**src/rtl/arbiter_mux.sv**
```systemverilog
// rtl/arbiter_mux.sv - packet mux that drives a round-robin arbiter and steers the granted stream
//
// Purpose: turns NUM_PORTS valid/ready/last input streams into the arbiter request
// vector, follows the arbiter's registered grant, and forwards the granted port's
// packet onto one registered output stream without interleaving packets.
//
// Optional feature macro: ARBITER_MUX_BURST_LIMIT_EN
//   defined   - a grant ends after MAX_BEATS accepted beats even without in_last;
//               the packet resumes on the port's next grant.
//   undefined - only an accepted in_last ends a grant; MAX_BEATS is not used.
//
// Ports:
//   clk, rst      clock and synchronous active-high reset
//   in_valid      per-port beat valid
//   in_ready      per-port beat accept (only the selected port can be ready)
//   in_last       per-port final beat of packet
//   in_data       port i payload at [i*DATA_WIDTH +: DATA_WIDTH]
//   arb_request   request vector to the arbiter, bit i = port i
//   arb_grant     registered one-hot (or zero) grant from the arbiter
//   arb_active    arbiter has a grant outstanding
//   out_valid     output beat valid
//   out_ready     downstream accept
//   out_last      output final beat
//   out_data      output payload
//   out_port      source port of the current output beat
module arbiter_mux #(
    parameter int NUM_PORTS  = 6,
    parameter int DATA_WIDTH = 32,
    parameter int MAX_BEATS  = 16,
    localparam int PORT_W    = (NUM_PORTS > 1) ? $clog2(NUM_PORTS) : 1
) (
    input  logic                            clk,
    input  logic                            rst,
    input  logic [NUM_PORTS-1:0]            in_valid,
    output logic [NUM_PORTS-1:0]            in_ready,
    input  logic [NUM_PORTS-1:0]            in_last,
    input  logic [NUM_PORTS*DATA_WIDTH-1:0] in_data,
    output logic [0:NUM_PORTS-1]            arb_request,
    input  logic [0:NUM_PORTS-1]            arb_grant,
    input  logic                            arb_active,
    output logic                            out_valid,
    input  logic                            out_ready,
    output logic                            out_last,
    output logic [DATA_WIDTH-1:0]           out_data,
    output logic [PORT_W-1:0]               out_port
);

    typedef enum logic [1:0] {
        S_IDLE,
        S_XFER,
        S_RELEASE
    } state_t;

    state_t                  state;
    state_t                  state_d;
    logic [PORT_W-1:0]       sel;
    logic [PORT_W-1:0]       grant_idx;
    logic                    sel_valid;
    logic                    sel_last;
    logic [DATA_WIDTH-1:0]   sel_data;
    logic                    sel_ready;
    logic                    accept;
    logic                    burst_done;

    // Index of the granted port; the grant is one-hot so the last hit wins.
    always_comb begin
        grant_idx = '0;
        for (int i = 0; i < NUM_PORTS; i++) begin
            if (arb_grant[i]) begin
                grant_idx = PORT_W'(i);
            end
        end
    end

    // Selected input stream.
    always_comb begin
        sel_valid = 1'b0;
        sel_last  = 1'b0;
        sel_data  = '0;
        for (int i = 0; i < NUM_PORTS; i++) begin
            if (sel == PORT_W'(i)) begin
                sel_valid = in_valid[i];
                sel_last  = in_last[i];
                sel_data  = in_data[i*DATA_WIDTH +: DATA_WIDTH];
            end
        end
    end

    // The output register can take a beat when empty or draining this cycle.
    assign sel_ready = ~out_valid | out_ready;
    assign accept    = (state == S_XFER) & sel_valid & sel_ready;

`ifdef ARBITER_MUX_BURST_LIMIT_EN
    localparam int CNT_W = $clog2(MAX_BEATS + 1);

    logic [CNT_W-1:0] beat_cnt;

    // Cleared while idle, so every grant starts counting from zero.
    always_ff @(posedge clk) begin
        if (rst) begin
            beat_cnt <= '0;
        end else if (state == S_IDLE) begin
            beat_cnt <= '0;
        end else if (accept) begin
            beat_cnt <= beat_cnt + 1'b1;
        end
    end

    assign burst_done = (beat_cnt == CNT_W'(MAX_BEATS - 1));
`else
    logic unused_max_beats;

    assign unused_max_beats = ^MAX_BEATS;
    assign burst_done       = 1'b0;
`endif

    always_ff @(posedge clk) begin
        if (rst) begin
            state <= S_IDLE;
        end else begin
            state <= state_d;
        end
    end

    always_comb begin
        state_d = state;
        case (state)
            S_IDLE: begin
                if (arb_active) begin
                    state_d = S_XFER;
                end
            end
            S_XFER: begin
                if (accept && (sel_last || burst_done)) begin
                    state_d = S_RELEASE;
                end
            end
            // One cycle with the request dropped so the arbiter moves its token,
            // while its still-registered old grant is ignored.
            S_RELEASE: state_d = S_IDLE;
            default:   state_d = S_IDLE;
        endcase
    end

    always_ff @(posedge clk) begin
        if (rst) begin
            sel <= '0;
        end else if (state == S_IDLE && arb_active) begin
            sel <= grant_idx;
        end
    end

    // The selected port keeps requesting for the whole packet even if its valid
    // drops, and is masked for the single release cycle.
    always_comb begin
        arb_request = '0;
        in_ready    = '0;
        if (!rst) begin
            for (int i = 0; i < NUM_PORTS; i++) begin
                arb_request[i] = ((state == S_XFER) && (sel == PORT_W'(i))) ||
                                 (in_valid[i] && !((state == S_RELEASE) && (sel == PORT_W'(i))));
                in_ready[i]    = (state == S_XFER) && (sel == PORT_W'(i)) && sel_ready;
            end
        end
    end

    always_ff @(posedge clk) begin
        if (rst) begin
            out_valid <= 1'b0;
            out_last  <= 1'b0;
            out_data  <= '0;
            out_port  <= '0;
        end else if (accept) begin
            out_valid <= 1'b1;
            out_last  <= sel_last;
            out_data  <= sel_data;
            out_port  <= sel;
        end else if (out_ready) begin
            out_valid <= 1'b0;
        end
    end

endmodule

```
**config.mk**
```make
export PLATFORM = sky130hd
export DESIGN_NAME = arbiter_mux
export DESIGN_NICKNAME = d
export VERILOG_FILES = /design/src/rtl/arbiter_mux.sv
export SDC_FILE = /design/constraint.sdc
export NUM_CORES = 1
export LEC_CHECK = 0
export CORE_ASPECT_RATIO = 0.75
export CORE_MARGIN = 4
export CORE_UTILIZATION = 25
export CTS_BUF_LIST = sky130_fd_sc_hd__clkbuf_2 sky130_fd_sc_hd__clkbuf_4 sky130_fd_sc_hd__clkbuf_8
export DETAILED_ROUTE_END_ITERATION = 8
export HOLD_SLACK_MARGIN = 0.08
export SYNTH_ARGS = -nofsm -noshare
export SYNTH_HDL_FRONTEND = slang
export SYNTH_SLANG_ARGS = --single-unit
```
**constraint.sdc**
```tcl
create_clock -name clk -period 2.2 [get_ports clk]
set_clock_uncertainty 0.2 [all_clocks]
set_input_delay 0.22 -clock clk [delete_from_list [all_inputs] [get_ports clk]]
set_output_delay 0.22 -clock clk [all_outputs]
set_load 0.03 [all_outputs]
```
==> impl_metrics.yaml, run 1 <==
status:
  outcome: "complete, but fails checks"
  violations: "negative setup slack"
route:
  drt_pass1_iterations: 5
  routedWlPerCell_um: 16.6
  drt-initial-drc-count: 241
  routed_wl_um: 14800
  drc_errors: 0
  vias: 4275
  vias_per_cell: 4.80
  postRouteAntennaNets: 0
die:
  io_pins: 263
  dieArea_um2: 17700
  die_h_um: 116
  start_util: 0.256
  die_w_um: 152
  rows: 39
  core_um2: 15300
clocking:
  cts.sinks: 42
  cts_buffers: 5
  cts_buffer_depth: 2
  clkLatencyLatePin_ns: 0.29
  cts_root_buffer: "clkbuf_8"
  clk_pin_slew_worst_paths_ns: 0.08
  tritoncts: "done"
  htree_levels: 2
sta:
  min_period_ns: 2.27
  rsz0062_at_grt: "yes"
  worst_pin_slew_ns: 0.504
  drv_slew: 0
  setup_viol: 1
  period_share: 1.03
  slew_headroom: 0.660
  fin_setup_tns_ns: -0.0746
  worst_slack_ns: -0.0746
  hold_viol_final: 0
  fmax_ghz: 0.440
yosys:
  syn_nets: 645
  synth_area_um2: 3900
  yosysWarnings: 0
  synth_seq_area_share: 0.215
  avgSynthCellArea_um2: 9.06
  syn_inst: 431
  synth.distinct_cells: 44
  yosys_register_bits: 42
critical_path:
  crit_required_ns: 1.78
  cpMaxStageDelayCell: "dfxtp_4"
  crit_chain: "buf_6 > or3b_4 > nor2_1 > o21ai_0 > a21oi_1 > buf_4"
  crit_path_max_incr_delay_ns: 0.41
  path_class: "flop to primary output"
  endpoint_kind: "primary output"
  cp_max_fo: 8
  arrival_ns: 1.85
  cp-start-kind: "flop"
power_and_ir_drop:
  power_frac_seq: 0.297
  netSwitchingFraction: 0.321
  power_mw: 2.89
  powerDensity_nw_per_um2: 418
  clock_power_share: 0.185
  vdd_ir_drop_max_mv: 0.177
  p_sw_mw: 0.929
  combPwrFrac: 0.518
  p_int_mw: 1.96
  p_leak_nw: 2.62
global_route:
  antenna_found_initial: 0
  grt_pass1_vias: 4437
  grt_max_degree: 74
  grt_pass1_wl_um: 22300
  gr-total-overflow: 0
  globalRouteTotalUtil: 0.152
final_layout:
  final_net_count: 899
  finalCoreUtilization: 0.453
  drive_gt1_frac: 0.181
  n_antenna_cell: 0
  final_cell_area_um2: 6920
  area_growth_syn_to_layout_pct: 77.3
placed_design:
  dp_hpwl_um: 11200
  gp_congestion: 0.888
  placed_cell_area_um2: 6640
  port_buffers: 261
  dpl_worst_slack_ns: 0.124
worst_hold_path:
  hp-class: "flop to flop"
flow_run:
  maxCapViolCount: 0
[registers in the layout, summed over array words and instances, names as in the netlist]
name	cells
out_data	32
out_last	1
out_port	3
out_valid	1
sel	3
state	2
[worst paths after layout]
kind | from | to | slack [ns] | cells past startpoint
setup reg to reg | sel[0]$_SDFFE_PP0P_ | out_data[17]$_SDFFE_PP0P_ | 0.19 | 6
setup / recovery | sel[0]$_SDFFE_PP0P_ | arb_request[1] | -0.07 | 6
hold reg to reg | out_data[11]$_SDFFE_PP0P_ | out_data[11]$_SDFFE_PP0P_ | 0.26 | 2
hold / removal | out_data[11]$_SDFFE_PP0P_ | out_data[11]$_SDFFE_PP0P_ | 0.26 | 2
[layer usage]
metal  up-vias  track usage  part of all wire
met1      2013        0.186              0.43
met2       195        0.270              0.48
met4         0       0.0251            0.0062
li1       2061            -                 -
met3         6       0.0485             0.085
met5         -            0                 0
[power groups by stage]
| stage | combinational (mW) | sequential, mW | clock, mW |
|---|---|---|---|
| after floorplan | 0.714 | 0.970 | 0 |
| after global placement | 1.40 | 0.889 | 0 |
| after detailed placement | 1.43 | 0.892 | 0 |
| after CTS | 1.44 | 0.869 | 0.575 |
| after global routing | 1.62 | 0.868 | 0.601 |
| final | 1.50 | 0.859 | 0.535 |
[metrics by stage]
stage	instances	hold slack (ns)
2_1_floorplan	431	0.192
3_3_place_gp	866	0.244
3_5_place_dp	866	0.252
4_1_cts	876	0.264
5_1_grt	891	0.285
6_report	891	0.260
[layout by cell type (no fill, tap or decap), types with 2 or more instances in the layout]
| master | n |
|---|---|
| clkdlybuf4s50_1 | 249 |
| mux2i_1 | 69 |
| o21ai_0 | 45 |
| nand2_1 | 40 |
| dfxtp_1 | 39 |
| nand3_1 | 33 |
| mux4_2 | 32 |
| buf_4 | 32 |
| or2_2 | 25 |
| or2_0 | 20 |
| or2_1 | 20 |
| nor2_1 | 14 |
| a21oi_1 | 9 |
| buf_12 | 8 |
| clkbuf_8 | 6 |
| dfxtp_4 | 3 |
| nor2b_1 | 2 |
| or3b_4 | 2 |
| nand3b_1 | 2 |
| nor4_1 | 2 |
| inv_1 | 2 |
| o21ai_2 | 2 |
| a21oi_2 | 2 |
| and2_1 | 2 |
[final cells by class]
cell class	instances	area, um^2
clock buffer	7	90.1
fill	1444	8350
multi-input combinational	342	2780
clock inverter	1	5.00
timing repair buffer	291	2930
inverter	3	11.3
sequential	42	852
tap	205	256
[worst max-delay path, delay by kind of cell, from the launching register on]
| kind | cells | cell delay (ns) |
|---|---|---|
| AO/OA/AOI/OAI | 2 | 0.27 |
| buffers and inverters | 2 | 0.32 |
| flip-flops | 1 | 0.41 |
| AND/OR/NAND/NOR | 2 | 0.55 |
[logic make-up (layout without fill, tap and decap cells)]
group	Yosys count	after routing	synth area share
buffers and inverters	47	302	0.0814
multiplexers	101	101	0.362
AND/OR/NAND/NOR	171	171	0.234
flip-flops	42	42	0.215
AO/OA/AOI/OAI	70	70	0.108
[synthesized netlist by cell type, drive strengths merged]
| cell | count | area share |
|---|---|---|
| a211oi | 1 | 0.0019 |
| a21oi | 11 | 0.015 |
| a31o | 1 | 0.0022 |
| and2 | 2 | 0.0032 |
| buf | 26 | 0.060 |
| clkbuf | 18 | 0.018 |
| dfxtp | 42 | 0.22 |
| inv | 3 | 0.0029 |
| mux2i | 69 | 0.18 |
| mux4 | 32 | 0.18 |
| nand2 | 41 | 0.040 |
| nand2b | 1 | 0.0016 |
| nand3 | 33 | 0.042 |
| nand3b | 2 | 0.0038 |
| nand4b | 1 | 0.0022 |
| nand4bb | 1 | 0.0029 |
| nor2 | 15 | 0.014 |
| nor2b | 2 | 0.0032 |
| nor3 | 1 | 0.0013 |
| nor4 | 2 | 0.0032 |
| nor4b | 1 | 0.0022 |
| o211ai | 1 | 0.0019 |
| o21ai | 47 | 0.061 |
| o21bai | 1 | 0.0019 |
| o221a | 2 | 0.0058 |
| o221ai | 2 | 0.0061 |
| o311ai | 1 | 0.0022 |
| o31ai | 2 | 0.0074 |
| o41ai | 1 | 0.0022 |
| or2 | 65 | 0.10 |
| or3b | 4 | 0.0090 |
[what timing repair did]
| action | 4_1_cts | 5_1_grt |
|---|---|---|
| cloned | 0 | 1 |
| resized for setup | 3 | 9 |
| endpoints found under the setup margin | 3 | 3 |
| pin swaps | 0 | 3 |
| buffers inserted | 2 | 14 |
| hold buffers | 0 | 0 |
Note: power is estimated with default switching activity, not from simulation.
==> run 2, diff against run 1 <==
- CORE_MARGIN: 4 -> 2
==> run 2 against run 1 <==
Against the previous run: the flow now finishes without violations; final area shrank 0.56%; register-to-register slack got worse by 0.13 ns; total power increased by 0.73%; hold slack got worse by 0.0014 ns; core utilization fell by 0.25 points; critical path type unchanged.
==> impl_metrics.yaml, run 2 (synthesis gave the netlist of run 1 again) <==
die:
  die_h_um: 112
  rows: 39
  start_util: 0.256
  core_um2: 15300
  dieArea_um2: 16600
  die_w_um: 148
  io_pins: 263
route:
  vias_per_cell: 4.73
  drt_pass1_iterations: 4
  drt-initial-drc-count: 110
  postRouteAntennaNets: 0
  routed_wl_um: 13800
  routedWlPerCell_um: 15.6
  vias: 4193
  drc_errors: 0
global_route:
  grt_pass1_vias: 4230
  globalRouteTotalUtil: 0.157
  antenna_found_initial: 0
  grt_max_degree: 74
  grt_pass1_wl_um: 21200
  gr-total-overflow: 0
sta:
  fmax_ghz: 0.457
  worst_pin_slew_ns: 0.474
  slew_headroom: 0.680
  period_share: 0.995
  hold_viol_final: 0
  drv_slew: 0
  min_period_ns: 2.19
  worst_slack_ns: 0.00995
  rsz0062_at_grt: "yes"
  setup_viol: 0
final_layout:
  final_cell_area_um2: 6880
  final_cell_mix: "clkdlybuf4s50_1, mux2i_1, o21ai_0"
  final_net_count: 895
  largest-register: "out_data"
  finalCoreUtilization: 0.451
  reg_top3: "out_data x32, out_port x3, sel x3"
  largest_register_ffs: 32
  drive_gt1_frac: 0.176
  n_antenna_cell: 0
  final_common_cell: "clkdlybuf4s50_1"
  area_growth_syn_to_layout_pct: 76.3
  fill_cells: 1479
  fin_cells: 887
power_and_ir_drop:
  vdd_ir_drop_max_mv: 0.196
  power_mw: 2.91
  netSwitchingFraction: 0.314
  p_sw_mw: 0.914
  p_leak_nw: 2.60
  powerDensity_nw_per_um2: 424
  clock_power_share: 0.204
  p_int_mw: 2.00
  power_frac_seq: 0.296
  combPwrFrac: 0.500
clocking:
  htree_levels: 2
  clkLatencyLatePin_ns: 0.29
  cts_root_buffer: "clkbuf_8"
  cts_buffer_depth: 2
  cts_buffers: 5
  tritoncts: "done"
  cts.sinks: 42
  clk_pin_slew_worst_paths_ns: 0.08
critical_path:
  reg2reg_depth: 7
  cp-start-kind: "flop"
  crit_required_ns: 1.78
  endpoint_kind: "primary output"
  cp_max_fo: 24
  arrival_ns: 1.77
  path_class: "flop to primary output"
placed_design:
  dpl_worst_slack_ns: 0.149
  dp_hpwl_um: 10500
  post-place-cells: 864
  placed_cell_area_um2: 6620
  gp_congestion: 0.775
  port_buffers: 261
worst_hold_path:
  hp-class: "flop to flop"
  hold_depth: 2
flow_run:
  maxCapViolCount: 0
status:
  outcome: "finished, final reports clean"
==> run 2: cell count changes in the layout (fill, tap and decap cells not counted), sizes merged <==
cell / change
clkbuf: +1
buf: -4
clkinv: -1
==> run 2: power groups by stage <==
stage	Combinational (mW)	Clock (mW)	Sequential (mW)
floorplan	0.714	0	0.970
global placement	1.39	0	0.892
detailed placement	1.41	0	0.894
CTS	1.43	0.631	0.871
global route	1.57	0.662	0.872
finish	1.46	0.594	0.864
==> run 2: critical path: stages (launching register included) <==
cell	delay, ns
dfxtp_4	0.38
buf_12	0.16
or3b_4	0.39
nor2_2	0.09
o21ai_1	0.07
a21oi_1	0.19
buf_4	0.19
==> run 2: final timing paths <==
kind                            slack [ns]                      start                         to
worst max register to register        0.06        sel[2]$_SDFFE_PP0P_  out_data[22]$_SDFFE_PP0P_
worst min register to register        0.26  out_data[24]$_SDFFE_PP0P_  out_data[24]$_SDFFE_PP0P_
worst max-delay path                  0.01        sel[2]$_SDFFE_PP0P_             arb_request[1]
worst min-delay path                  0.26  out_data[24]$_SDFFE_PP0P_  out_data[24]$_SDFFE_PP0P_
==> run 2: final cells by class <==
class	count	area, um^2	share of cell area
multi-input cells	342	2770	0.402
well taps	205	256	0.0373
flip-flops and latches	42	852	0.124
repair buffers	287	2880	0.419
clock buffers	8	110	0.0160
inverters	3	11.3	0.00164
==> run 2: repair_timing <==
| item | in CTS | in global routing |
|---|---|---|
| endpoints found under the hold margin | 0 | 0 |
| setup endpoints to repair | 4 | 4 |
| hold buffers | 0 | 0 |
| pin swaps | 0 | 1 |
| setup buffers | 2 | 12 |
| cloned | 0 | 1 |
| resized for setup | 3 | 4 |
==> run 2: per-layer routing <==
layer / vias up / part of all wire / global-route usage
met5: - / 0 / 0
met4: 0 / 0.0098 / 0.0260
met3: 10 / 0.089 / 0.0443
met2: 190 / 0.48 / 0.281
met1: 1936 / 0.42 / 0.190
li1: 2057 / - / -
==> run 2: stage by stage <==
stage / setup TNS, ns / hold WS, ns
floorplan: 0 / 0.192
global placement: 0 / 0.244
detailed placement: 0 / 0.251
CTS: -0.0255 / 0.265
global route: -0.149 / 0.285
finish: 0 / 0.259
